--- config.mk ---
export PLATFORM = sky130hd
export DESIGN_NAME = ps2_scancode_decoder
export DESIGN_NICKNAME = d
export VERILOG_FILES = /design/src/rtl/ps2_kbd_pkg.sv /design/src/rtl/ps2_event_fifo.sv /design/src/rtl/ps2_scancode_decoder.sv
export SDC_FILE = /design/constraint.sdc
export NUM_CORES = 1
export LEC_CHECK = 0
export BUFFER_PORTS_ARGS = -buffer_cell sky130_fd_sc_hd__buf_4
export CORE_ASPECT_RATIO = 2
export CORE_MARGIN = 2
export CORE_UTILIZATION = 35
export CTS_BUF_LIST = sky130_fd_sc_hd__clkbuf_16
export DETAILED_ROUTE_END_ITERATION = 16
export HOLD_SLACK_MARGIN = 0.03
export PLACE_DENSITY = 0.54
export SETUP_SLACK_MARGIN = 0.3
export SLEW_MARGIN = 20
export SYNTH_ARGS = -nofsm -noshare
export SYNTH_HDL_FRONTEND = slang
export SYNTH_SLANG_ARGS = --single-unit
--- constraint.sdc ---
create_clock -name clock -period 6.75 [get_ports clock]
set_input_delay 0.3375 -clock clock [delete_from_list [all_inputs] [get_ports clock]]
set_output_delay 0.3375 -clock clock [all_outputs]
set_load 0.05 [all_outputs]
--- src/rtl/ps2_kbd_pkg.sv ---
// Shared types, PS/2 set-2 constants and the scan-code to ASCII mapping.
package ps2_kbd_pkg;

  typedef enum logic [2:0] {
    ST_IDLE,
    ST_EXT,
    ST_BRK,
    ST_EXT_BRK,
    ST_SKIP
  } ps2_state_t;

  localparam logic [7:0] SC_E0 = 8'hE0;
  localparam logic [7:0] SC_F0 = 8'hF0;
  localparam logic [7:0] SC_E1 = 8'hE1;
  localparam logic [7:0] SC_AA = 8'hAA;
  localparam logic [7:0] SC_FA = 8'hFA;
  localparam logic [7:0] SC_EE = 8'hEE;
  localparam logic [7:0] SC_FC = 8'hFC;
  localparam logic [7:0] SC_FE = 8'hFE;

  localparam logic [7:0] SC_LSHIFT = 8'h12;
  localparam logic [7:0] SC_RSHIFT = 8'h59;
  localparam logic [7:0] SC_CAPS   = 8'h58;

  // Keyboard status / ack bytes that never form a key event.
  function automatic logic is_status_byte(input logic [7:0] code);
    return (code == SC_AA) || (code == SC_FA) || (code == SC_EE) ||
           (code == SC_FC) || (code == SC_FE) || (code == 8'h00) ||
           (code == 8'hFF);
  endfunction

  function automatic logic [7:0] scan_to_ascii(input logic [7:0] code,
                                               input logic       upper);
    logic [7:0] a;
    logic       letter;
    a = '0;
    case (code)
      8'h1C: a = 8'h61; 8'h32: a = 8'h62; 8'h21: a = 8'h63; 8'h23: a = 8'h64;
      8'h24: a = 8'h65; 8'h2B: a = 8'h66; 8'h34: a = 8'h67; 8'h33: a = 8'h68;
      8'h43: a = 8'h69; 8'h3B: a = 8'h6A; 8'h42: a = 8'h6B; 8'h4B: a = 8'h6C;
      8'h3A: a = 8'h6D; 8'h31: a = 8'h6E; 8'h44: a = 8'h6F; 8'h4D: a = 8'h70;
      8'h15: a = 8'h71; 8'h2D: a = 8'h72; 8'h1B: a = 8'h73; 8'h2C: a = 8'h74;
      8'h3C: a = 8'h75; 8'h2A: a = 8'h76; 8'h1D: a = 8'h77; 8'h22: a = 8'h78;
      8'h35: a = 8'h79; 8'h1A: a = 8'h7A;
      8'h45: a = 8'h30; 8'h16: a = 8'h31; 8'h1E: a = 8'h32; 8'h26: a = 8'h33;
      8'h25: a = 8'h34; 8'h2E: a = 8'h35; 8'h36: a = 8'h36; 8'h3D: a = 8'h37;
      8'h3E: a = 8'h38; 8'h46: a = 8'h39;
      8'h29: a = 8'h20;
      8'h5A: a = 8'h0D;
      8'h66: a = 8'h08;
      default: a = '0;
    endcase
    letter = (a >= 8'h61) && (a <= 8'h7A);
    if (upper && letter) a = a - 8'h20;
    return a;
  endfunction

endpackage

--- src/rtl/ps2_event_fifo.sv ---
// Synchronous show-ahead FIFO; pointers carry an extra wrap bit for full/empty.
module ps2_event_fifo #(
  parameter int unsigned WIDTH = 18,
  parameter int unsigned DEPTH = 4
) (
  input  logic             clock,
  input  logic             resetn,
  input  logic             push,
  input  logic [WIDTH-1:0] wr_data,
  input  logic             pop,
  output logic [WIDTH-1:0] rd_data,
  output logic             full,
  output logic             empty
);

  localparam int unsigned AW = (DEPTH > 1) ? $clog2(DEPTH) : 1;

  logic [WIDTH-1:0] mem [DEPTH];
  logic [AW:0]      wr_ptr;
  logic [AW:0]      rd_ptr;
  logic             do_push;
  logic             do_pop;

  assign empty   = (wr_ptr == rd_ptr);
  assign full    = (wr_ptr[AW] != rd_ptr[AW]) && (wr_ptr[AW-1:0] == rd_ptr[AW-1:0]);
  assign do_pop  = pop && !empty;
  // A full FIFO still accepts a write when the head leaves in the same cycle.
  assign do_push = push && (!full || do_pop);
  assign rd_data = mem[rd_ptr[AW-1:0]];

  // Pointer advance on accepted push/pop.
  always_ff @(posedge clock or negedge resetn) begin
    if (!resetn) begin
      wr_ptr <= '0;
      rd_ptr <= '0;
    end else begin
      if (do_push) wr_ptr <= wr_ptr + 1'b1;
      if (do_pop)  rd_ptr <= rd_ptr + 1'b1;
    end
  end

  // Storage write.
  always_ff @(posedge clock) begin
    if (do_push) mem[wr_ptr[AW-1:0]] <= wr_data;
  end

endmodule

--- src/rtl/ps2_scancode_decoder.sv ---
// PS/2 set-2 prefix parser with modifier tracking, ASCII mapping and event FIFO.
module ps2_scancode_decoder
  import ps2_kbd_pkg::*;
#(
  parameter int unsigned FIFO_DEPTH = 4,
  parameter int unsigned PAUSE_SKIP = 7
) (
  input  logic       clock,
  input  logic       resetn,
  input  logic [7:0] scan_code,
  input  logic       scan_valid,
  output logic [7:0] key_code,
  output logic       key_ext,
  output logic       key_release,
  output logic [7:0] key_ascii,
  output logic       key_valid,
  input  logic       key_ready,
  output logic       shift_held,
  output logic       caps_lock,
  output logic       overflow
);

  localparam int unsigned CW = $clog2(PAUSE_SKIP + 1);

  ps2_state_t  state;
  ps2_state_t  state_nxt;
  logic [CW-1:0] skip_cnt;

  logic        ev_push;
  logic        ev_ext;
  logic        ev_rel;
  logic [7:0]  ev_ascii;

  logic        lshift;
  logic        rshift;
  logic        caps_held;

  logic        fifo_full;
  logic        fifo_empty;
  logic        pop;
  logic [17:0] head;

  assign shift_held = lshift | rshift;
  assign key_valid  = !fifo_empty;
  assign pop        = key_valid && key_ready;

  // State register.
  always_ff @(posedge clock or negedge resetn) begin
    if (!resetn) state <= ST_IDLE;
    else         state <= state_nxt;
  end

  // Next-state decode; only a received byte moves the FSM.
  always_comb begin
    state_nxt = state;
    if (scan_valid) begin
      case (state)
        ST_IDLE: begin
          if      (scan_code == SC_E0) state_nxt = ST_EXT;
          else if (scan_code == SC_F0) state_nxt = ST_BRK;
          else if (scan_code == SC_E1) state_nxt = ST_SKIP;
        end
        ST_EXT: begin
          if      (scan_code == SC_F0) state_nxt = ST_EXT_BRK;
          else if (scan_code != SC_E0) state_nxt = ST_IDLE;
        end
        ST_BRK: begin
          if (scan_code != SC_F0) state_nxt = ST_IDLE;
        end
        ST_EXT_BRK: state_nxt = ST_IDLE;
        ST_SKIP: begin
          if (skip_cnt <= CW'(1)) state_nxt = ST_IDLE;
        end
        default: state_nxt = ST_IDLE;
      endcase
    end
  end

  // Event generation from the byte that completes a key sequence.
  always_comb begin
    ev_push  = 1'b0;
    ev_ext   = 1'b0;
    ev_rel   = 1'b0;
    ev_ascii = '0;
    if (scan_valid) begin
      case (state)
        ST_IDLE: begin
          if (scan_code != SC_E0 && scan_code != SC_F0 && scan_code != SC_E1 &&
              !is_status_byte(scan_code)) begin
            ev_push  = 1'b1;
            ev_ascii = scan_to_ascii(scan_code, shift_held ^ caps_lock);
          end
        end
        ST_EXT: begin
          if (scan_code != SC_F0 && scan_code != SC_E0 &&
              scan_code != SC_LSHIFT && scan_code != SC_RSHIFT) begin
            ev_push = 1'b1;
            ev_ext  = 1'b1;
          end
        end
        ST_BRK: begin
          if (scan_code != SC_F0) begin
            ev_push = 1'b1;
            ev_rel  = 1'b1;
          end
        end
        ST_EXT_BRK: begin
          if (scan_code != SC_LSHIFT && scan_code != SC_RSHIFT) begin
            ev_push = 1'b1;
            ev_ext  = 1'b1;
            ev_rel  = 1'b1;
          end
        end
        default: ;
      endcase
    end
  end

  // Pause-sequence byte counter.
  always_ff @(posedge clock or negedge resetn) begin
    if (!resetn) begin
      skip_cnt <= '0;
    end else if (scan_valid) begin
      if (state == ST_IDLE && scan_code == SC_E1) skip_cnt <= CW'(PAUSE_SKIP);
      else if (state == ST_SKIP && skip_cnt != '0) skip_cnt <= skip_cnt - 1'b1;
    end
  end

  // Shift/caps tracking; caps_held suppresses re-toggling on typematic repeat.
  always_ff @(posedge clock or negedge resetn) begin
    if (!resetn) begin
      lshift    <= 1'b0;
      rshift    <= 1'b0;
      caps_held <= 1'b0;
      caps_lock <= 1'b0;
    end else if (ev_push && !ev_ext) begin
      if (scan_code == SC_LSHIFT) lshift <= !ev_rel;
      if (scan_code == SC_RSHIFT) rshift <= !ev_rel;
      if (scan_code == SC_CAPS) begin
        caps_held <= !ev_rel;
        if (!ev_rel && !caps_held) caps_lock <= !caps_lock;
      end
    end
  end

  // Sticky overflow on a push that the FIFO cannot take.
  always_ff @(posedge clock or negedge resetn) begin
    if (!resetn)                          overflow <= 1'b0;
    else if (ev_push && fifo_full && !pop) overflow <= 1'b1;
  end

  ps2_event_fifo #(
    .WIDTH (18),
    .DEPTH (FIFO_DEPTH)
  ) u_fifo (
    .clock   (clock),
    .resetn  (resetn),
    .push    (ev_push),
    .wr_data ({ev_ext, ev_rel, scan_code, ev_ascii}),
    .pop     (pop),
    .rd_data (head),
    .full    (fifo_full),
    .empty   (fifo_empty)
  );

  // Head fields are forced to zero while the FIFO is empty.
  always_comb begin
    key_ext     = 1'b0;
    key_release = 1'b0;
    key_code    = '0;
    key_ascii   = '0;
    if (key_valid) begin
      key_ext     = head[17];
      key_release = head[16];
      key_code    = head[15:8];
      key_ascii   = head[7:0];
    end
  end

endmodule

==> key figures, run 1 <==
Critical path
  – Crit-path max FO: 19
  – WP data required: 6.70 ns
  – R2R setup slack: 3.85 ns
  – Worst Path Buf+Inv: 2
  – CP Class: in2reg
  – FF-to-FF path depth: 5
  – Crit-path leading delay family: simple AND/OR/NAND/NOR gates
  – Startpoint Class: primary input
  – Max stage delay cell, worst path: and2_1
  – Crit-path cells: buf_4, inv_1, ha_1, and3_1, a311oi_1, a41o_1, a211oi_2, nor3_2, and2_1
  – Reg-to-Reg End: u_fifo.mem[3][9]
  – Crit path arrival time: 2.91 ns
  – Max stage delay on crit path: a little over 0.8 ns
  – Worst setup EP type: register
  – Worst flop-to-flop path startpoint: u_fifo.rd_ptr[1]

Clocking
  – Setup Buffers After CTS: 0
  – H-tree levels: 3
  – CTS tree: done
  – Clock latency on the worst-skew pair: 0.34 ns
  – Sink Count: 89
  – CTS root buf: clkbuf_16
  – Max clock buf depth: 2
  – Clk pin slew, worst setup/hold paths: 0.06 ns
  – Cts bufs inserted: 9
  – # resized after CTS: 0

GRT
  – First-pass GRT wire length: 17700 um
  – Congestion Overflow GR: 0
  – Vias in the first global route: 3473
  – GRT Util Overall: between 10% and 20%
  – Initial antenna violation count: 0
  – Largest net degree at the start of global routing: 42

Synth
  – Register area share after synthesis: 52.2%
  – Synth unique cells: 67
  – Number of synthesized flops with an enable pin: 72
  – Cells after Synth: around 400
  – Synth async-reset ratio: between 10% and 20%
  – Number of synthesized register bits: between 80 and 90
  – Main flop type after synthesis: edfxtp_1
  – YS warnings: 0
  – Cell area after synthesis: 0.00496 mm2
  – Syn_nets: 430
  – Post-Syn Area per Cell: 12.3 um2

Timing
  – Fin Clk Skew: 0.0116 ns
  – Fmax: 338 MHz
  – Min Hold Slack: 0.288 ns
  – Final Hold Fails: 0
  – Period utilisation layout: 43.9%
  – Final Setup Violations: 0
  – RSZ-0062 raised after global routing: false
  – Slew @ Worst Pin: 0.972 ns
  – Setup TNS: 0 ns
  – Min Tclk post-route: 2.96 ns
  – Final Max Tran Viols: 0
  – Max transition margin: 35.2%

Place
  – Dpl hpwl: 8070 um
  – Port Buffers: 33
  – Routability cong.: 0.895

Final layout
  – Commonest cells after routing, fill and taps aside: 72 x edfxtp_1, 34 x buf_4, 25 x nand2_1, 25 x nor2b_1, 23 x nor2_1
  – Layout area overhead: 12.7%
  – Antenna diodes: 0
  – Final net count: 450
  – Finished Core Util: 40.2%
  – Fraction of layout cells with a size suffix above 1: between 20 and 25%
  – Most common cell after layout, fill and taps aside: edfxtp_1

Floorplan
  – Rows: 61
  – Initial Util: between 30% and 40%
  – Die Ht: 172 um
  – Die ar.: 0.0152 mm2
  – Die W: roughly 90 um
  – Core Region: 0.0139 mm2
  – I/O pin total: 34

Min path
  – WHS Endpoint: u_fifo.mem[0][8]
  – Hold Path Cell Cnt: 1
  – Hold_sp: scan_code[0]
  – Worst Hold Class: in2reg

Detailed routing
  – Drt wl/cell: 17.7 um
  – Post-Route WL: 10900 um
  – Vias: 3271
  – Iter 0 DRT Violations: 156
  – DR vias/cell: between 5 and 6
  – Final ANT Viol Nets: 0
  – Drt pass-1 iters: 4
  – DRC Markers: 0

Power and ir drop
  – Power density over the cells: between 400 and 500 mW/mm2
  – P_leak: around 0.0020 uW
  – Peak supply drop: 0.154 mV

Status
  – Outcome: completed

Flow run
  – Max Cap Viol: 0
## through the flow
step / cells / total power (uW) / instance area [um2] / setup WS [ns]
after CTS: 616 / 2410 / 5590 / 3.69
after floorplan: 402 / 1610 / 4960 / 4.05
after global routing: 616 / 2490 / 5590 / 3.51
after detailed placement: 599 / 1920 / 5280 / 3.44
final: 616 / 2370 / 5590 / 3.79
after global placement: 599 / 1900 / 5280 / 3.53
## cell usage after synthesis (5+ instances only)
master,instances,area [um2]
nand2b_1,9,56.3
xnor2_1,8,70.1
dfrtp_1,17,425
buf_4,5,37.5
a31oi_1,7,43.8
edfxtp_1,72,2160
nor2_1,23,86.3
nor3_1,7,35.0
buf_6,5,56.3
a21oi_1,22,110
and3_1,7,43.8
mux4_2,18,405
nand3_1,10,50.1
ha_1,16,200
inv_1,16,60.1
and2_1,8,50.1
nor2b_1,25,156
or2_1,5,31.3
o21ai_0,6,30.0
buf_2,7,35.0
nand4_1,6,37.5
nand2_1,25,93.8
clkbuf_1,8,30.0
## per-layer routing
layer	GRT usage, %	vias to the layer above	part of all wire [%]
met3	2.29	30	2.2
met4	8.70	0	4.7
met5	0	-	0
li1	-	1551	-
met2	29.2	67	57
met1	15.5	1623	36
## layout make-up
cell class              count  area [um2]
multi-input cells         271        2140
repair buffers             35         265
flip-flops and latches     89        2590
well taps                 189         236
fillers                  1368        8300
clock buffers               9         225
inverters                  16        60.1
clock inverters             7        76.3
## sequential cells by signal (all words and copies together), names as in the netlist, 3 cells and up
signal / flops
u_fifo.wr_ptr: 3
u_fifo.mem: 72
u_fifo.rd_ptr: 3
state: 3
skip_cnt: 3
## worst max-delay path by stage
| stage | from | endpoint | slack, ns | cells past startpoint |
|---|---|---|---|---|
| 2_1_floorplan | scan_code[1] | u_fifo.mem[3][0] | 4.05 | 9 |
| 3_3_place_gp | scan_code[1] | u_fifo.mem[0][10] | 3.53 | 9 |
| 3_5_place_dp | scan_code[1] | u_fifo.mem[3][13] | 3.44 | 9 |
| 4_1_cts | u_fifo.rd_ptr[1] | key_valid | 3.69 | 4 |
| 5_1_grt | scan_code[1] | u_fifo.mem[3][8] | 3.51 | 9 |
| 6_report | scan_code[1] | u_fifo.mem[3][9] | 3.79 | 9 |
## where the power goes
part           total, uW  internal [uW]  switching [uW]
clock                494            289             205
combinational       1100            384             719
sequential           775            713            62.8
total               2370           1390             987
## cell families after synthesis
logic type	after synthesis	share of synthesized area, %
and+or+nand+nor	146	17.0
DFF	89	52.2
AOI/OAI and AO/OA	75	10.9
buffers and inverters	42	4.72
muxes	24	9.46
adders and majority gates	16	4.04
xor gates and xnor gates	10	1.77
## worst reg2reg max path, delay by kind of cell (launching register included)
kind | cells | cell delay (ns)
simple gates | 4 | 1.37
flops | 1 | 0.96
xor+xnor | 1 | 0.17
## what timing repair did
action,4_1_cts,5_1_grt
hold buffers,1,0
endpoints found under the setup margin,0,0
endpoints found under the hold margin,17,0
Power figures use the tool's default switching activity.
==> run 2: changes to the inputs <==
Settings changed: PLACE_DENSITY 0.54 to 0.56.
Clock period 6.75 ns to 2.4 ns, I/O delays scaled along.
==> run 2 against run 1 <==
Compared with the run above:
- die area unchanged
- clock skew grew 0.0043 ns
- first-iteration DRC count increased by 39%
- sequential cell count unchanged
- highest routed layer unchanged
- setup slack worse by 3.5 ns
- non-clock buffer count is 52 higher
- sequential power increased to 2.7 times the previous value
- global-route usage is 1.4 points higher
- sequential share of layout area decreased by 4.9 points
- register-to-register slack worse by 3.5 ns
- critical path depth increased by 4
- via count rose by 5.8%
==> key figures, run 2 (synthesized netlist as in run 1, its figures left out) <==
Status
  – Outcome: completed

Clocking
  – CTS root buf: clkbuf_16
  – Clock latency on the worst-skew pair: 0.34 ns (about the same)
  – CTS tree: done
  – Clk pin slew, worst setup/hold paths: 0.07 ns (about the same)
  – H-tree levels: 3 (unchanged)
  – Cts bufs inserted: 9 (unchanged)
  – Sink Count: 89 (unchanged)
  – Max clock buf depth: 2 (unchanged)

Critical path
  – Crit-path max FO: 6 (-13)
  – FF-to-FF path depth: 7 (+2)
  – Worst flop-to-flop path startpoint: state[1]
  – WP data required: 2.46 ns (-4.24 ns)
  – R2R setup slack: 0.40 ns (-3.45 ns)
  – CP Class: in2reg
  – Startpoint Class: primary input
  – Crit path arrival time: 2.16 ns (-0.75 ns)
  – Worst setup EP type: register
  – Reg-to-Reg End: caps_lock

Detailed routing
  – Iter 0 DRT Violations: 217 (+39%)
  – Vias: 3461 (+5.8%)
  – Drt pass-1 iters: 4 (unchanged)
  – Drt wl/cell: 18.4 um (+3.5%)
  – Post-Route WL: 12300 um (+12%)
  – DR vias/cell: 5.18 (-2.4%)
  – DRC Markers: 0 (unchanged)
  – Final ANT Viol Nets: 0 (unchanged)

Final layout
  – Finished Core Util: 45.0% (+4.8 points)
  – Final net count: 502 (+12%)
  – Filler Cells Inserted: 1319 (-3.6%)
  – Multi-input gate area: 0.00231 mm2 (+8.1%)
  – Fraction of layout cells with a size suffix above 1: 35.9% (+16 points)
  – Commonest cells after routing, fill and taps aside: 77 x buf_4, 72 x edfxtp_1, 25 x nand2_1
  – Max reg flops: 72 (unchanged)
  – Antenna diodes: 0 (unchanged)
  – Seq. cell area: 0.00259 mm2 (about the same)
  – Most common cell after layout, fill and taps aside: buf_4
  – Layout area overhead: 26.1%

Floorplan
  – Die Ht: 172 um (unchanged)
  – Initial Util: 35.7% (unchanged)
  – I/O pin total: 34 (unchanged)
  – Rows: 61 (unchanged)
  – Die W: 88.2 um (unchanged)
  – Core Region: 0.0139 mm2 (unchanged)
  – Die ar.: 0.0152 mm2 (unchanged)

Place
  – Routability cong.: 0.849 (-5.2%)
  – Port Buffers: 33 (unchanged)
  – Dpl hpwl: 9030 um (+12%)

Timing
  – Min Tclk post-route: 2.10 ns
  – Max transition margin: 72.0% (+37 points)
  – Slew @ Worst Pin: 0.417 ns (-0.555 ns)
  – Fin Clk Skew: 0.0159 ns (+0.00435 ns)
  – Period utilisation layout: 87.3%
  – Final Max Tran Viols: 0 (unchanged)
  – Final Hold Fails: 0 (unchanged)
  – Min Hold Slack: 0.0967 ns (-0.191 ns)
  – RSZ-0062 raised after global routing: true
  – Fmax: roughly 480 MHz
  – Final Setup Violations: 0 (unchanged)

Min path
  – Hold_sp: scan_valid
  – Hold Path Cell Cnt: 2 (+1)
  – Worst Hold Class: in2reg
  – WHS Endpoint: state[2]

GRT
  – Vias in the first global route: 3595 (+3.5%)
  – Largest net degree at the start of global routing: 39 (-7.1%)
  – Congestion Overflow GR: 0 (unchanged)
  – GRT Util Overall: 16.9% (+1.4 points)
  – Initial antenna violation count: 0 (unchanged)
  – First-pass GRT wire length: 19100 um (+7.5%)

Flow run
  – Max Cap Viol: 0 (unchanged)

Power and ir drop
  – P_leak: 0.00233 uW (+15%)
  – Peak supply drop: 0.439 mV (+190%)
  – Power density over the cells: 1130 mW/mm2 (+170%)
-- run 2: through the flow --
| step | setup slack (ns) | total power [uW] | instances | area [um2] | TNS, ns |
|---|---|---|---|---|---|
| global placement | -0.0775 | 5520 | 635 | 5610 | -0.761 |
| floorplan | 0.277 | 4600 | 402 | 5010 | 0 |
| global route | 0.204 | 7420 | 668 | 6250 | 0 |
| finish | 0.305 | 7050 | 668 | 6250 | 0 |
| CTS | 0.253 | 7090 | 661 | 6050 | 0 |
| detailed placement | -0.135 | 5560 | 635 | 5610 | -1.29 |
-- run 2: timing repair --
| item | in CTS | in global routing |
|---|---|---|
| setup buffers | 9 | 7 |
| gates resized for setup | 3 | 28 |
| endpoints found under the hold margin | 17 | 0 |
| hold buffers | 1 | 0 |
| pin swaps | 6 | 8 |
| setup endpoints to repair | 103 | 103 |
-- run 2: layout make-up --
class                      count  area share [%]
clock buffer                   9            3.60
clock inverter                 7            1.22
tap                          189            3.78
timing repair buffer          87            12.1
sequential                    89            41.4
inverter                      16            1.02
multi-input combinational    271            36.9
-- run 2: routing by layer --
layer,GRT usage (%),vias to the layer above,share of wire (%)
met1,16.4,1710,34
met4,9.82,0,4.7
met3,1.96,28,2.1
met5,0,-,0
met2,32.5,77,59
li1,-,1646,-
-- run 2: critical path: stages --
cell        delay [ns]
buf_8             0.08
clkinvlp_4        0.09
buf_12            0.14
ha_4              0.24
mux2i_2           0.18
o22ai_1           0.10
o211ai_1          0.28
buf_4             0.17
nand2_1           0.04
a21o_1            0.21
a211oi_4          0.28
buf_6             0.15
a31oi_4           0.08
-- run 2: worst max-delay path by stage --
stage	from	to	slack [ns]	cells after the start
after floorplan	scan_code[1]	u_fifo.mem[3][0]	0.28	9
after global placement	scan_code[0]	u_fifo.mem[0][7]	-0.08	10
after detailed placement	scan_code[1]	u_fifo.mem[2][7]	-0.14	11
after CTS	scan_code[1]	u_fifo.mem[1][7]	0.25	11
after global routing	scan_code[0]	u_fifo.mem[3][6]	0.20	13
final	scan_code[0]	u_fifo.mem[3][6]	0.30	13
-- run 2: report_power, final --
part	total (uW)	internal [uW]	switching [uW]
combinational	3540	1340	2200
sequential	2110	2000	111
clock	1400	814	588
